File: src/rtl/uart_line_pkg.sv
// Shared constants and types for the UART line buffer.
package uart_line_pkg;

    localparam logic [7:0] ASCII_BS  = 8'h08;
    localparam logic [7:0] ASCII_LF  = 8'h0A;
    localparam logic [7:0] ASCII_CR  = 8'h0D;
    localparam logic [7:0] ASCII_DEL = 8'h7F;

    typedef enum logic [2:0] {IDLE, SEND, SEND_CR, SEND_LF, DONE} tx_state_t;

    // Queue pointer width: slot index plus one wrap bit.
    function automatic int unsigned ptr_width(input int unsigned depth);
        return $clog2(depth) + 1;
    endfunction

endpackage

File: src/rtl/line_store.sv
// Line storage: byte array per slot plus a per-slot length, registered byte read port.
module line_store #(
    parameter int unsigned LINE_LEN = 64,
    parameter int unsigned LINES    = 4,
    localparam int unsigned SW = $clog2(LINES),
    localparam int unsigned IW = $clog2(LINE_LEN),
    localparam int unsigned LW = $clog2(LINE_LEN + 1)
) (
    input  logic          clk_i,
    input  logic          wr_en_i,
    input  logic [SW-1:0] wr_slot_i,
    input  logic [IW-1:0] wr_col_i,
    input  logic [7:0]    wr_data_i,
    input  logic          len_we_i,
    input  logic [LW-1:0] wr_len_i,
    input  logic          rd_en_i,
    input  logic [SW-1:0] rd_slot_i,
    input  logic [IW-1:0] rd_col_i,
    output logic [7:0]    rd_data_o,
    output logic [LW-1:0] rd_len_o
);

    logic [7:0]    mem_q [LINES][LINE_LEN];
    logic [LW-1:0] len_q [LINES];

    always_ff @(posedge clk_i) begin
        if (wr_en_i) begin
            mem_q[wr_slot_i][wr_col_i] <= wr_data_i;
        end
        if (len_we_i) begin
            len_q[wr_slot_i] <= wr_len_i;
        end
        if (rd_en_i) begin
            rd_data_o <= mem_q[rd_slot_i][rd_col_i];
        end
    end

    // Length is needed in the same cycle the tx FSM leaves IDLE.
    assign rd_len_o = len_q[rd_slot_i];

endmodule

File: src/rtl/uart_line_buffer.sv
// Assembles received bytes into edited lines, queues them and replays each to the transmitter.
module uart_line_buffer
    import uart_line_pkg::*;
#(
    parameter int unsigned LINE_LEN    = 64,
    parameter int unsigned LINES       = 4,
    parameter int unsigned APPEND_CRLF = 1,
    localparam int unsigned PW = ptr_width(LINES)
) (
    input  logic          i_clk,
    input  logic          i_rst,
    input  logic          i_en,
    input  logic [7:0]    i_data,
    input  logic          i_ready,
    input  logic          i_next,
    output logic [7:0]    o_data,
    output logic          o_data_ready,
    output logic          o_line_ready,
    output logic          o_overflow,
    output logic [PW-1:0] o_lines
);

    localparam int unsigned SW = PW - 1;
    localparam int unsigned IW = $clog2(LINE_LEN);
    localparam int unsigned LW = $clog2(LINE_LEN + 1);

    logic [LW-1:0] col_q, col_d;
    logic          cr_seen_q, cr_seen_d;
    logic [PW-1:0] wr_ptr_q, wr_ptr_d, rd_ptr_q, rd_ptr_d;
    logic          ovf_q, ovf_d;
    logic          mem_we, len_we, full, empty, is_eol;

    tx_state_t     state_q, state_d;
    logic [IW-1:0] idx_q, idx_d;
    logic [LW-1:0] len_q, len_d;
    logic          rdy_q, rdy_d, fire;
    logic [7:0]    rd_data;
    logic [LW-1:0] rd_len;

    assign full  = (wr_ptr_q[PW-1] != rd_ptr_q[PW-1]) && (wr_ptr_q[SW-1:0] == rd_ptr_q[SW-1:0]);
    assign empty = (wr_ptr_q == rd_ptr_q);
    // A LF directly after CR belongs to the same end-of-line.
    assign is_eol = (i_data == ASCII_CR) || ((i_data == ASCII_LF) && !cr_seen_q);

    always_comb begin
        col_d     = col_q;
        cr_seen_d = cr_seen_q;
        wr_ptr_d  = wr_ptr_q;
        ovf_d     = 1'b0;
        mem_we    = 1'b0;
        len_we    = 1'b0;
        if (i_en && i_ready) begin
            cr_seen_d = (i_data == ASCII_CR);
            if ((i_data == ASCII_BS) || (i_data == ASCII_DEL)) begin
                if (col_q != '0) col_d = col_q - 1'b1;
            end else if (is_eol) begin
                col_d = '0;
                if (full) begin
                    ovf_d = 1'b1;
                end else begin
                    len_we   = 1'b1;
                    wr_ptr_d = wr_ptr_q + 1'b1;
                end
            end else if (i_data != ASCII_LF) begin
                if (full || (col_q == LW'(LINE_LEN))) begin
                    ovf_d = 1'b1;
                end else begin
                    mem_we = 1'b1;
                    col_d  = col_q + 1'b1;
                end
            end
        end
    end

    assign fire = i_en && i_next && rdy_q;

    always_comb begin
        state_d  = state_q;
        idx_d    = idx_q;
        len_d    = len_q;
        rdy_d    = rdy_q;
        rd_ptr_d = rd_ptr_q;
        unique case (state_q)
            IDLE: begin
                if (i_en && !empty) begin
                    len_d = rd_len;
                    idx_d = '0;
                    if (rd_len != '0) begin
                        state_d = SEND;
                        rdy_d   = 1'b1;
                    end else if (APPEND_CRLF != 0) begin
                        state_d = SEND_CR;
                        rdy_d   = 1'b1;
                    end else begin
                        state_d = DONE;
                    end
                end
            end
            SEND: begin
                if (fire) begin
                    if ((LW'(idx_q) + 1'b1) == len_q) begin
                        if (APPEND_CRLF != 0) begin
                            state_d = SEND_CR;
                        end else begin
                            state_d = DONE;
                            rdy_d   = 1'b0;
                        end
                    end else begin
                        idx_d = idx_q + 1'b1;
                    end
                end
            end
            SEND_CR: if (fire) state_d = SEND_LF;
            SEND_LF: begin
                if (fire) begin
                    state_d = DONE;
                    rdy_d   = 1'b0;
                end
            end
            DONE: begin
                if (i_en) begin
                    rd_ptr_d = rd_ptr_q + 1'b1;
                    state_d  = IDLE;
                end
            end
            default: state_d = IDLE;
        endcase
    end

    always_ff @(posedge i_clk) begin
        if (i_rst) begin
            col_q     <= '0;
            cr_seen_q <= 1'b0;
            wr_ptr_q  <= '0;
            rd_ptr_q  <= '0;
            ovf_q     <= 1'b0;
            state_q   <= IDLE;
            idx_q     <= '0;
            len_q     <= '0;
            rdy_q     <= 1'b0;
        end else if (i_en) begin
            col_q     <= col_d;
            cr_seen_q <= cr_seen_d;
            wr_ptr_q  <= wr_ptr_d;
            rd_ptr_q  <= rd_ptr_d;
            ovf_q     <= ovf_d;
            state_q   <= state_d;
            idx_q     <= idx_d;
            len_q     <= len_d;
            rdy_q     <= rdy_d;
        end
    end

    line_store #(
        .LINE_LEN(LINE_LEN),
        .LINES   (LINES)
    ) u_store (
        .clk_i    (i_clk),
        .wr_en_i  (mem_we),
        .wr_slot_i(wr_ptr_q[SW-1:0]),
        .wr_col_i (col_q[IW-1:0]),
        .wr_data_i(i_data),
        .len_we_i (len_we),
        .wr_len_i (col_q),
        .rd_en_i  (i_en),
        .rd_slot_i(rd_ptr_q[SW-1:0]),
        .rd_col_i (idx_d),
        .rd_data_o(rd_data),
        .rd_len_o (rd_len)
    );

    always_comb begin
        o_data = 8'h00;
        unique case (state_q)
            SEND:    o_data = rd_data;
            SEND_CR: o_data = ASCII_CR;
            SEND_LF: o_data = ASCII_LF;
            default: o_data = 8'h00;
        endcase
    end

    assign o_data_ready = rdy_q;
    assign o_overflow   = ovf_q;
    assign o_lines      = wr_ptr_q - rd_ptr_q;
    assign o_line_ready = (o_lines != '0);

endmodule

File: config.mk
export PLATFORM = sky130hd
export DESIGN_NAME = uart_line_buffer
export DESIGN_NICKNAME = d
export VERILOG_FILES = /design/src/rtl/uart_line_pkg.sv /design/src/rtl/line_store.sv /design/src/rtl/uart_line_buffer.sv
export SDC_FILE = /design/constraint.sdc
export NUM_CORES = 2
export LEC_CHECK = 0
export ABC_AREA = 1
export CAP_MARGIN = 20
export CORE_ASPECT_RATIO = 0.5
export CORE_MARGIN = 5
export CORE_UTILIZATION = 35
export DETAILED_ROUTE_END_ITERATION = 7
export GPL_ROUTABILITY_DRIVEN = 0
export HOLD_SLACK_MARGIN = 0.03
export PLACE_DENSITY = 0.48
export SETUP_SLACK_MARGIN = 0.15
export SLEW_MARGIN = 15
export SYNTH_ARGS = -nofsm -noshare
export SYNTH_HDL_FRONTEND = slang
export SYNTH_HIERARCHICAL = 1
export SYNTH_SLANG_ARGS = --single-unit
File: constraint.sdc
create_clock -name i_clk -period 4.4 [get_ports i_clk]
set_input_delay 0.44 -clock i_clk [delete_from_list [all_inputs] [get_ports i_clk]]
set_output_delay 0.44 -clock i_clk [all_outputs]
set_load 0.01 [all_outputs]
==> qor.csv <==
metric,value,unit
status,"complete, no violations",
synth_area_leaders,"edfxtp_1, nand3_1, nand2_1",
setup_ws,0.317,ns
grt_start_max_net_pins,157,
antenna_found_initial,9,
cts-htree-levels,4,
drt-pass1-iter-count,6,
path_class,flop to flop,
core_area,247000,µm²
max-cap-violations,0,
cts.sinks,2116,
synth_cell_type_count,43,
die_y,363,µm
syn-num-nets,7448,
yosysSeqAreaShare,72.7,%
grt.total_usage,19.9,%
r2r_end,u_store/rd_data_o[0],
critPathMaxStageDelay,0.43,ns
cp_data_arrival_time,4.80,ns
cts_setup_buffers,0,
synth_warnings,6,
maxSlewHeadroom,18.3,%
cp_common_cell,nand2_1,
period_share,92.8,%
setup-tns-final,0,ns
grt_pass1_wl,385000,µm
cts-root-buf,clkbuf_16,
cp-end-kind,flop,
overflow,0,
synth_area_leader_cell,edfxtp_1,
worstRegToRegCells,22,
port_buffers,26,
p_total,39.9,mW
wl_per_cell,24.0,µm
r2r_start,idx_q[0],
dpl.hpwl,152000,µm
finalSetupViolCount,0,
grt_setup_unrepaired,yes,
cp-start-kind,flop,
cts_buffer_depth,4,
drc,0,
total_leakage_power,34.0,nW
synth-async-reset-ratio,0,%
period_minus_slack,4.08,ns
tightest_slew,1.23,ns
drt-initial-drc-count,6205,
cts_tree,done,
holdWs,0.106,ns
cp_max_fo,56,
synthCells,7427,
critical_path.endpoint,u_store/rd_data_o[0],
vdd_drop_max,279,µV
yosysMostFrequentCell,nand2_1,
ios,27,
synth_top_cell_area_share,71.9,%
clock_latency,0.85,ns
die_area,259000,µm²
timing.fmax,0.245,GHz
crit_path_cell_trace,"ha_1, nand2_2, nor2_1, nand2_1, nand2_1, nand3_1, nor2_2, nand2_4, nand3_4, nand2_1, nand2_1, clkinv_8, inv_8, buf_12, nand3_1, nand3_1, nand3_1, nand3_1, nand3_1, nand2_1, nand2_1, nand2_1",
vias,57300,
synth_edf_count,2084,
required,5.11,ns
postRouteAntennaNets,0,
clk_pin_slew,0.07,ns
critical_path.startpoint,idx_q[0],
r2r_slack,0.32,ns
yosys_most_used_dff,edfxtp_1,
slowest_stage,dfxtp_1,
drive_above_1_share,8.94,%
cts_buffers,204,
syn_avg_cell_area,11.7,µm²
area_delta_synth_final,13.1,%
synth_common_cells,"nand2_1, edfxtp_1, nand3_1",
rows,129,
p_per_area,406,nW/µm²
hold_path.class,primary input to flop,
routed_via_density,5.20,
mappedNetlistArea,87000,µm²
place_ws,0.355,ns
nets,7535,
grt_pass1_vias,54100,
drv_slew,0,
hold_viol,0,
die_w,715,µm
wirelength,264000,µm
initial_utilization,35.2,%
synth-seq-cells,2116,
fill_cells,23800,
fin_skew,0.0514,ns
[stage by stage]
stage | utilization (%) | area (µm²) | instances
after floorplan | - | 87000 | 7427
after global placement | 37.2 | 92100 | 10600
after detailed placement | 37.2 | 92100 | 10600
after CTS | 39.8 | 98300 | 11000
after global routing | 39.8 | 98400 | 11000
final | 39.8 | 98400 | 11000
[metal layers]
metal | global-route usage, % | routed length, µm | share of wire, % | vias to the layer above
met5 | 0 | 0 | 0 | -
met4 | 4.40 | 5730 | 2.2 | 0
met2 | 30.8 | 120000 | 45 | 1883
li1 | - | - | - | 26500
met1 | 29.5 | 120000 | 46 | 28600
met3 | 3.00 | 18500 | 7.0 | 326
[repair_timing]
action | in CTS | in global routing
resized for setup | 0 | 6
hold buffers | 7 | 0
endpoints found under the hold margin | 135 | 0
setup endpoints to repair | 0 | 8
[cell usage in the layout (no fill, tap or decap), types with 4 or more instances in the layout]
cell type and instances:
a21oi_1 21, a21oi_2 4, buf_12 48, buf_4 287, buf_8 8, bufinv_16 12, clkbuf_1 39, clkbuf_16 206
clkdlybuf4s50_1 18, clkinv_1 49, clkinv_2 43, clkinvlp_4 12, dfxtp_1 30, dlygate4sd3_1 7, edfxtp_1 2084, ha_1 7
inv_1 67, inv_2 10, inv_6 6, nand2_1 2235, nand2_2 9, nand2_4 6, nand3_1 2047, nand3_2 5
nand4_1 8, nor2_1 307, nor2_2 4, nor3_1 7, nor3_2 10, o21ai_0 30, o21ai_1 5, o22ai_1 8
xor2_1 10
[sequential cells by signal, summed over array words and instances (netlist names)]
name               count
col_q                  7
cr_seen_q              1
idx_q                  6
len_q                  7
o_data_ready           1
o_overflow             1
rd_ptr_q               3
state_q                3
u_store/len_q         28
u_store/mem_q       2048
u_store/rd_data_o      8
wr_ptr_q               3
[final cells by class]
type	instances	area [µm²]	share of cell area (%)
tap	3340	4180	4.25
inverter	83	362	0.368
clock buffer	245	5300	5.39
timing repair buffer	369	3500	3.55
antenna	3	7.51	0.00763
sequential	2116	63200	64.3
multi-input combinational	4740	20900	21.2
clock inverter	121	905	0.920
[critical path, delay by kind of cell (launching register included)]
family,cells,cell delay [ns]
adder cells (fa/ha/maj),1,0.25
flip-flops,1,0.43
AND/OR/NAND/NOR,18,2.48
buffers and inverters,3,0.60
[kinds of logic (layout without fill, tap and decap cells)]
logic type / Yosys count / in the layout / share of synthesized area (%)
AND/OR/NAND/NOR: 4647 / 4647 / 23.2
flip-flops: 2116 / 2116 / 72.7
buffers and inverters: 571 / 818 / 3.42
AO/OA/AOI/OAI: 74 / 74 / 0.480
XOR/XNOR: 11 / 11 / 0.111
adder cells (fa/ha/maj): 8 / 8 / 0.124
other: 0 / 3 / 0
[where the power goes]
part	switching [mW]	internal [mW]	total, mW	leakage (nW)
registers	0.0216	22.1	22.2	19.0
clock network	7.78	9.27	17.0	3.03
logic	0.576	0.121	0.698	11.9
total	8.38	31.5	39.9	34.0
[how the worst min path moves through the flow]
stage,slack (ns),to,depth (start not counted),startpoint
6_report,0.11,cr_seen_q,4,i_data[1]
4_1_cts,0.05,cr_seen_q,4,i_data[1]
3_5_place_dp,0.47,len_q[6],2,len_q[6]
2_1_floorplan,0.44,len_q[3],2,len_q[3]
5_1_grt,0.10,cr_seen_q,4,i_data[1]
3_3_place_gp,0.47,rd_ptr_q[2],2,rd_ptr_q[2]
(Power assumes the default switching activity.)
